$ cat src/rtl/phy_reset_seq.sv
// Power-up and restart sequencer for the RTL8211EG hardware reset pin.
// Holds phy_rstn low for RST_LEN cycles, then waits WAIT_LEN cycles before reporting ready.
`timescale 1ns/1ps
module phy_reset_seq #(
    parameter int RST_LEN  = 500000,
    parameter int WAIT_LEN = 1500000,
    parameter int CNT_W    = 22
) (
    input  logic       clk,
    input  logic       rst,
    input  logic       sreset,
    input  logic       block,
    input  logic       csr_pr,
    output logic       phy_rstn,
    output logic       phy_rdy,
    output logic       busy,
    output logic       done,
    output logic [3:0] rcnt
);

    typedef enum logic [1:0] {
        ST_ASSERT,
        ST_WAIT,
        ST_READY
    } state_t;

    localparam logic [CNT_W-1:0] RST_LAST  = CNT_W'(RST_LEN - 1);
    localparam logic [CNT_W-1:0] WAIT_LAST = CNT_W'(WAIT_LEN - 1);

    state_t           state;
    state_t           state_next;
    logic [CNT_W-1:0] cnt;
    logic [CNT_W-1:0] cnt_next;
    logic             restart;
    logic             phy_rstn_next;
    logic             phy_rdy_next;
    logic             busy_next;
    logic             done_next;

    // A soft reset always restarts; a CSR request only counts while no soft reset is pending.
    assign restart = sreset | (csr_pr & ~block);

    always_ff @(posedge clk or posedge rst) begin
        if (rst) begin
            state <= ST_ASSERT;
            cnt   <= '0;
            rcnt  <= 4'd0;
        end else begin
            state <= state_next;
            cnt   <= cnt_next;
            if (restart && rcnt != 4'hF) begin
                rcnt <= rcnt + 4'd1;
            end
        end
    end

    always_comb begin
        state_next = state;
        cnt_next   = '0;
        if (restart) begin
            state_next = ST_ASSERT;
            cnt_next   = '0;
        end else begin
            case (state)
                ST_ASSERT: begin
                    if (cnt == RST_LAST) begin
                        state_next = ST_WAIT;
                    end else begin
                        cnt_next = cnt + CNT_W'(1);
                    end
                end
                ST_WAIT: begin
                    if (cnt == WAIT_LAST) begin
                        state_next = ST_READY;
                    end else begin
                        cnt_next = cnt + CNT_W'(1);
                    end
                end
                ST_READY: begin
                    state_next = ST_READY;
                end
                default: begin
                    state_next = ST_ASSERT;
                end
            endcase
        end
    end

    // Outputs are decoded from the next state so they land in flops aligned with the state register.
    always_comb begin
        phy_rstn_next = (state_next != ST_ASSERT);
        busy_next     = (state_next != ST_READY);
        phy_rdy_next  = (state_next == ST_READY);
        done_next     = (state_next == ST_READY) && (state != ST_READY);
    end

    always_ff @(posedge clk or posedge rst) begin
        if (rst) begin
            phy_rstn <= 1'b0;
            busy     <= 1'b1;
            phy_rdy  <= 1'b0;
            done     <= 1'b0;
        end else begin
            phy_rstn <= phy_rstn_next;
            busy     <= busy_next;
            phy_rdy  <= phy_rdy_next;
            done     <= done_next;
        end
    end

endmodule

$ cat config.mk
export PLATFORM = sky130hd
export DESIGN_NAME = phy_reset_seq
export DESIGN_NICKNAME = d
export VERILOG_FILES = /design/src/rtl/phy_reset_seq.sv
export SDC_FILE = /design/constraint.sdc
export NUM_CORES = 1
export LEC_CHECK = 0
export BUFFER_PORTS_ARGS = -buffer_cell sky130_fd_sc_hd__buf_2
export CAP_MARGIN = 40
export CORE_UTILIZATION = 58
export DETAILED_ROUTE_END_ITERATION = 12
export PLACE_DENSITY = 0.76
export SKIP_CTS_REPAIR_TIMING = 1
export SLEW_MARGIN = 30
export SYNTH_ARGS = -nofsm -noshare
export SYNTH_HDL_FRONTEND = slang
export SYNTH_SLANG_ARGS = --single-unit
$ cat constraint.sdc
create_clock -name clk -period 2.7 [get_ports clk]
set_clock_uncertainty 0.05 [all_clocks]
set_input_delay 0 -clock clk [delete_from_list [all_inputs] [get_ports clk]]
set_output_delay 0 -clock clk [all_outputs]
set_load 0.005 [all_outputs]
Word level (Yosys, flattened, before mapping)
Index checks and enable logic that the tools add are counted.
- add/subtract/negate cells: 2
- equal/unequal tests: 8
- multiplexer cells: 8
- bitwise gates (word level): 3
- reduce and logical (&&, ||, !) cells: 4
- operators by type and width (cell ; count):
    $mux W22 ; 3
    $pmux W22 S2 ; 1
    $add A22 B1 Y22 const B ; 1
    $eq A22 B19 Y1 const B ; 1
    $eq A22 B21 Y1 const B ; 1
    $mux W2 ; 3
    $pmux W2 S3 ; 1
    $add A4 B1 Y4 const B ; 1
    $eq A2 B2 Y1 const B ; 2
    $ne A2 B2 Y1 const B ; 2
    $ne A4 B4 Y1 const B ; 1
    $eq A2 B1 Y1 const B ; 1
    $logic_and A1 B1 Y1 ; 2
    $logic_not A2 Y1 ; 1
    $reduce_bool A2 Y1 ; 1
    $and A1 B1 Y1 ; 1
    $not A1 Y1 ; 1
    $or A1 B1 Y1 ; 1
- register bits after elaboration: 32
- input bits: 5
- output and inout bits: 8
- logic and storage cells: 32

Longest topological paths before layout
- depth in word-level cells: 6
- depth in mapped cells: 6
- mapped depth without buffers: 5

Worst setup path before layout
OpenSTA, ideal clock, no wires.
- path kind: flip-flop to flip-flop
- from: register cnt[0]
- to: register cnt[16]
- data arrival time: 1957 ps
- required time: 2563 ps
- slack: 606 ps
- stages on the path, launching flop included: 7
- path buffers: 1
- cell sequence: dfrtp_1 > ha_1 > nand4_1 > or4_1 > buf_2 > or3_1 > a211oi_2
- word-level cells in the longest chain between the ends: 4
- elaborated cells between the ends (all ways): 7
- those cells by class: 1 x add/sub; 2 x eq/ne; 4 x mux
- RTL lines (what ; RTL line ; source):
    from (decl) ; 32 ; logic [CNT_W-1:0] cnt;
    from (signal assigned) ; 50 ; cnt <= cnt_next;
    $add A22 B1 Y22 (tied with other cells) ; 69, 76 ;
    $mux W22 (on tied branches) ; 73, 66 ;
    $pmux W22 S2 * ; 64 ; case (state)
    $mux W22 * ; 60 ; if (restart) begin
    net cnt_next[16] ; 33 ; logic [CNT_W-1:0] cnt_next;
Mark *: on every way through the listed nets, which the timed path passes. The rest lies on a longest branch.
A chain may end at the register's enable or synchronous reset.

Worst setup path in the final report
- from: register cnt[0]
- to: register cnt[20]
Same word-level chain as after synthesis.

==> results.txt <==
Root buffer selected by CTS: sky130_fd_sc_hd__clkbuf_4. The area growth from synthesis to layout is 11.5%. The run finished with clean final reports.

The final hold violation count was 0; the via total after detailed routing was 1252. The height of the die works out to 54.8 um. After detailed routing, the average wire length per cell comes to 14.5 um. The cell area that synthesis handed to floorplanning was 1620 sq um. The via count normalized by instance count came out at 6.05. The final layout contains 183 nets. Path type of the worst min-delay path: input port to flop. Prior to clock tree synthesis, the placed netlist has a worst setup slack of 0.446 ns.

Synthesis produced a netlist whose cell count is 159. In this run the remaining antenna-violating nets after routing total 0. The total global routing track utilization was 0.244.

Data arrives at the worst endpoint at 2.45 ns. The setup TNS was 0 ns. The synthesized netlist contains 37 unique library cells. Worst relative slew slack: 0.716.

Once placement completed, the tool counted placed cells totaling 198. The kind of cell with the highest combined delay along the critical path is simple AND/OR/NAND/NOR gates. The cell area power density is 578 nW/um^2, and the net count after synthesis is 166.

The die is 54.8 um wide. The run gives 0 as the global route total overflow. The standby leakage power came out at 0.717 nW. Across the run, the number of max-cap violations was 0. In the synthesized netlist the dominant register cell turns out to be sky130_fd_sc_hd__dfrtp_1.

After synthesis, the most frequently instantiated cells are sky130_fd_sc_hd__dfrtp_1 (31), sky130_fd_sc_hd__nor3_1 (17), sky130_fd_sc_hd__nand2_1 (9), sky130_fd_sc_hd__nand4_1 (8). The logs give 3000 sq um for the die area and 188 for the fill cell instance count of the final layout. The biggest area contributor in the post-synthesis netlist is sky130_fd_sc_hd__dfrtp_1. The number of buffers inserted by port buffering was 12.

Counting I/O delays and the setup requirement, the final critical path takes 2.26 ns. The run gives 0.000625 V as the highest ir drop seen on vdd. The tools report the power after layout as 1.04 mW. Yosys mapped a number of flops with a built-in enable equal to 0.

The top fanout value on the critical path is 8. The tools report the nature of the critical path endpoint as a flop. The critical path's largest stage delay came out at 0.68 ns. The number of slew-limit violations in the final report is 0, and the mean cell area of the mapped netlist is 10.2 sq um. The share of final-layout standard cells stronger than drive strength 1 is 0.203. The HPWL after detailed placement is 2030 um.

The number of DRC violations after detailed-routing iteration 0 was 23; the number of optimization iterations in the first detailed-route pass was 4. Setup violations remaining at the end of the flow were counted as 0. Setup repair after global routing left no endpoint under its margin. The H-tree generated during clock tree synthesis spans 2 levels. The proportion of netlist area held by the largest area contributor is 0.480. The async set-or-reset flop fraction in the synthesized netlist is 1.00, and the worst hold slack is 0.108 ns.

The synthesized design contains 32 register bits. The most instantiated library cell after synthesis was sky130_fd_sc_hd__dfrtp_1. The I/O pin count is 13, and the first-pass GRT wire length is 5060 um.

Registers take 802 sq um. The floorplan has 18 rows. The number of buffers and inverters on the critical path is 0. Element type at the critical path start: a flop. In the post-synthesis netlist, the biggest area contributors are sky130_fd_sc_hd__dfrtp_1 (48%), sky130_fd_sc_hd__nor3_1 (5.3%), sky130_fd_sc_hd__xnor2_1 (3.8%). The number of global-route vias before repair was 1116. After the flow finishes, the layout carries non-filler instances totaling 207.

Clock-pin slew was measured on the worst setup and hold paths at 0.10 ns. Sequential share of the synthesized area: 0.497. Based on the critical path, the design can be clocked at up to 442 MHz.

For the pin with the worst max-slew slack, the measured transition is 0.423 ns. Standard cell with the maximum stage delay on the critical path: sky130_fd_sc_hd__or4_1. The clock drives 32 sinks.

The worst path setup slack after routing is 0.440 ns, and the number of warnings printed during yosys synthesis is 0. The signal on the critical path passes through ha_1 > nand4_1 > or4_1 > or3_1 > a211oi_2. Clock tree synthesis inserted a total of 5 buffers. After detailed routing, the total wire length is 3000 um. The area inside the core boundary was 2540 sq um; the count of unresolved DRC violations after routing was 0. At the end of routability-driven placement, the weighted congestion stood at 0.768. The share of the cycle needed by the critical path after routing is 0.837. The multi-input combinational cells in the finished layout cover a total of 766 sq um. The critical path is of the flop to flop type. The latest clock arrival within the worst-skew pair is 0.31 ns.

The tools report the endpoint required time on the critical path as 2.89 ns. TritonCTS built the clock tree. The logs give 0 for the initial antenna violation count and 0.635 for the effective utilization at floorplan.

Entering global routing, the biggest net connects 33 pins. The clock passes through at most 2 buffers. 0 antenna diodes ended up in the layout.
## through the flow
| stage | cell area [sq um] | util |
|---|---|---|
| floorplan | 1620 | - |
| global placement | 1710 | 0.674 |
| detailed placement | 1710 | 0.674 |
| CTS | 1790 | 0.704 |
| global route | 1800 | 0.707 |
| finish | 1800 | 0.707 |
## report_power, final
group          internal (mW)  switching, mW  total, mW
Combinational         0.0771         0.0686      0.146
Clock                  0.194          0.152      0.346
Sequential             0.512         0.0369      0.549
## layout make-up
cell class | count | share of cell area
Clock buffer | 6 | 0.0229
Multi-Input combinational cell | 114 | 0.425
Clock inverter | 2 | 0.0195
Sequential cell | 32 | 0.445
Timing Repair Buffer | 16 | 0.0514
Tap cell | 30 | 0.0208
Inverter | 7 | 0.0146
## registers in the layout (all words and copies together) (netlist names)
name and count:
rcnt 4, cnt 22, busy 1, done 1, phy_rstn 1, phy_rdy 1, state 2
## placed cells by master, fill, tap and decap left out, types with 7 or more instances in the layout
| cell type | netlist | final |
|---|---|---|
| sky130_fd_sc_hd__dfrtp_1 | 31 | 31 |
| sky130_fd_sc_hd__o21ai_0 | 7 | 7 |
| sky130_fd_sc_hd__buf_2 | 3 | 12 |
| sky130_fd_sc_hd__nand3_1 | 7 | 7 |
| sky130_fd_sc_hd__xnor2_1 | 7 | 7 |
| sky130_fd_sc_hd__nand4_1 | 8 | 8 |
| sky130_fd_sc_hd__inv_1 | 7 | 7 |
| sky130_fd_sc_hd__or3_1 | 7 | 7 |
| sky130_fd_sc_hd__nand2_1 | 9 | 9 |
| sky130_fd_sc_hd__nor3_1 | 17 | 16 |
## tightest hold or removal path: cells and delay by family
family | cells | cell delay [ns]
compound gates | 2 | 0.34
buf+inv | 1 | 0.09
## cell families after synthesis
group / share of synthesized area
compound gates: 0.123
xor+xnor: 0.0705
simple gates: 0.248
mux: 0.0139
fa+ha+maj: 0.0155
buf+inv: 0.0325
flops: 0.497
## layer usage
layer | global-route usage | vias up | wire (um)
met4 | 0.0769 | 0 | 33
met3 | 0.0583 | 4 | 79
li1 | - | 625 | -
met1 | 0.333 | 607 | 1480
met5 | 0 | - | 0
met2 | 0.380 | 16 | 1410
## worst paths after layout
path                         from        to  slack (ns)  cells past startpoint
setup / recovery           cnt[0]   cnt[20]        0.44                      5
hold / removal             sreset   rcnt[2]        0.11                      3
setup reg to reg           cnt[0]   cnt[20]        0.44                      5
hold reg to reg            cnt[0]    cnt[0]        0.48                      1
max in group asynchronous     rst      busy        2.04                      4
min in group asynchronous     rst  state[1]        0.25                      4
Power figures use the tool's default switching activity.
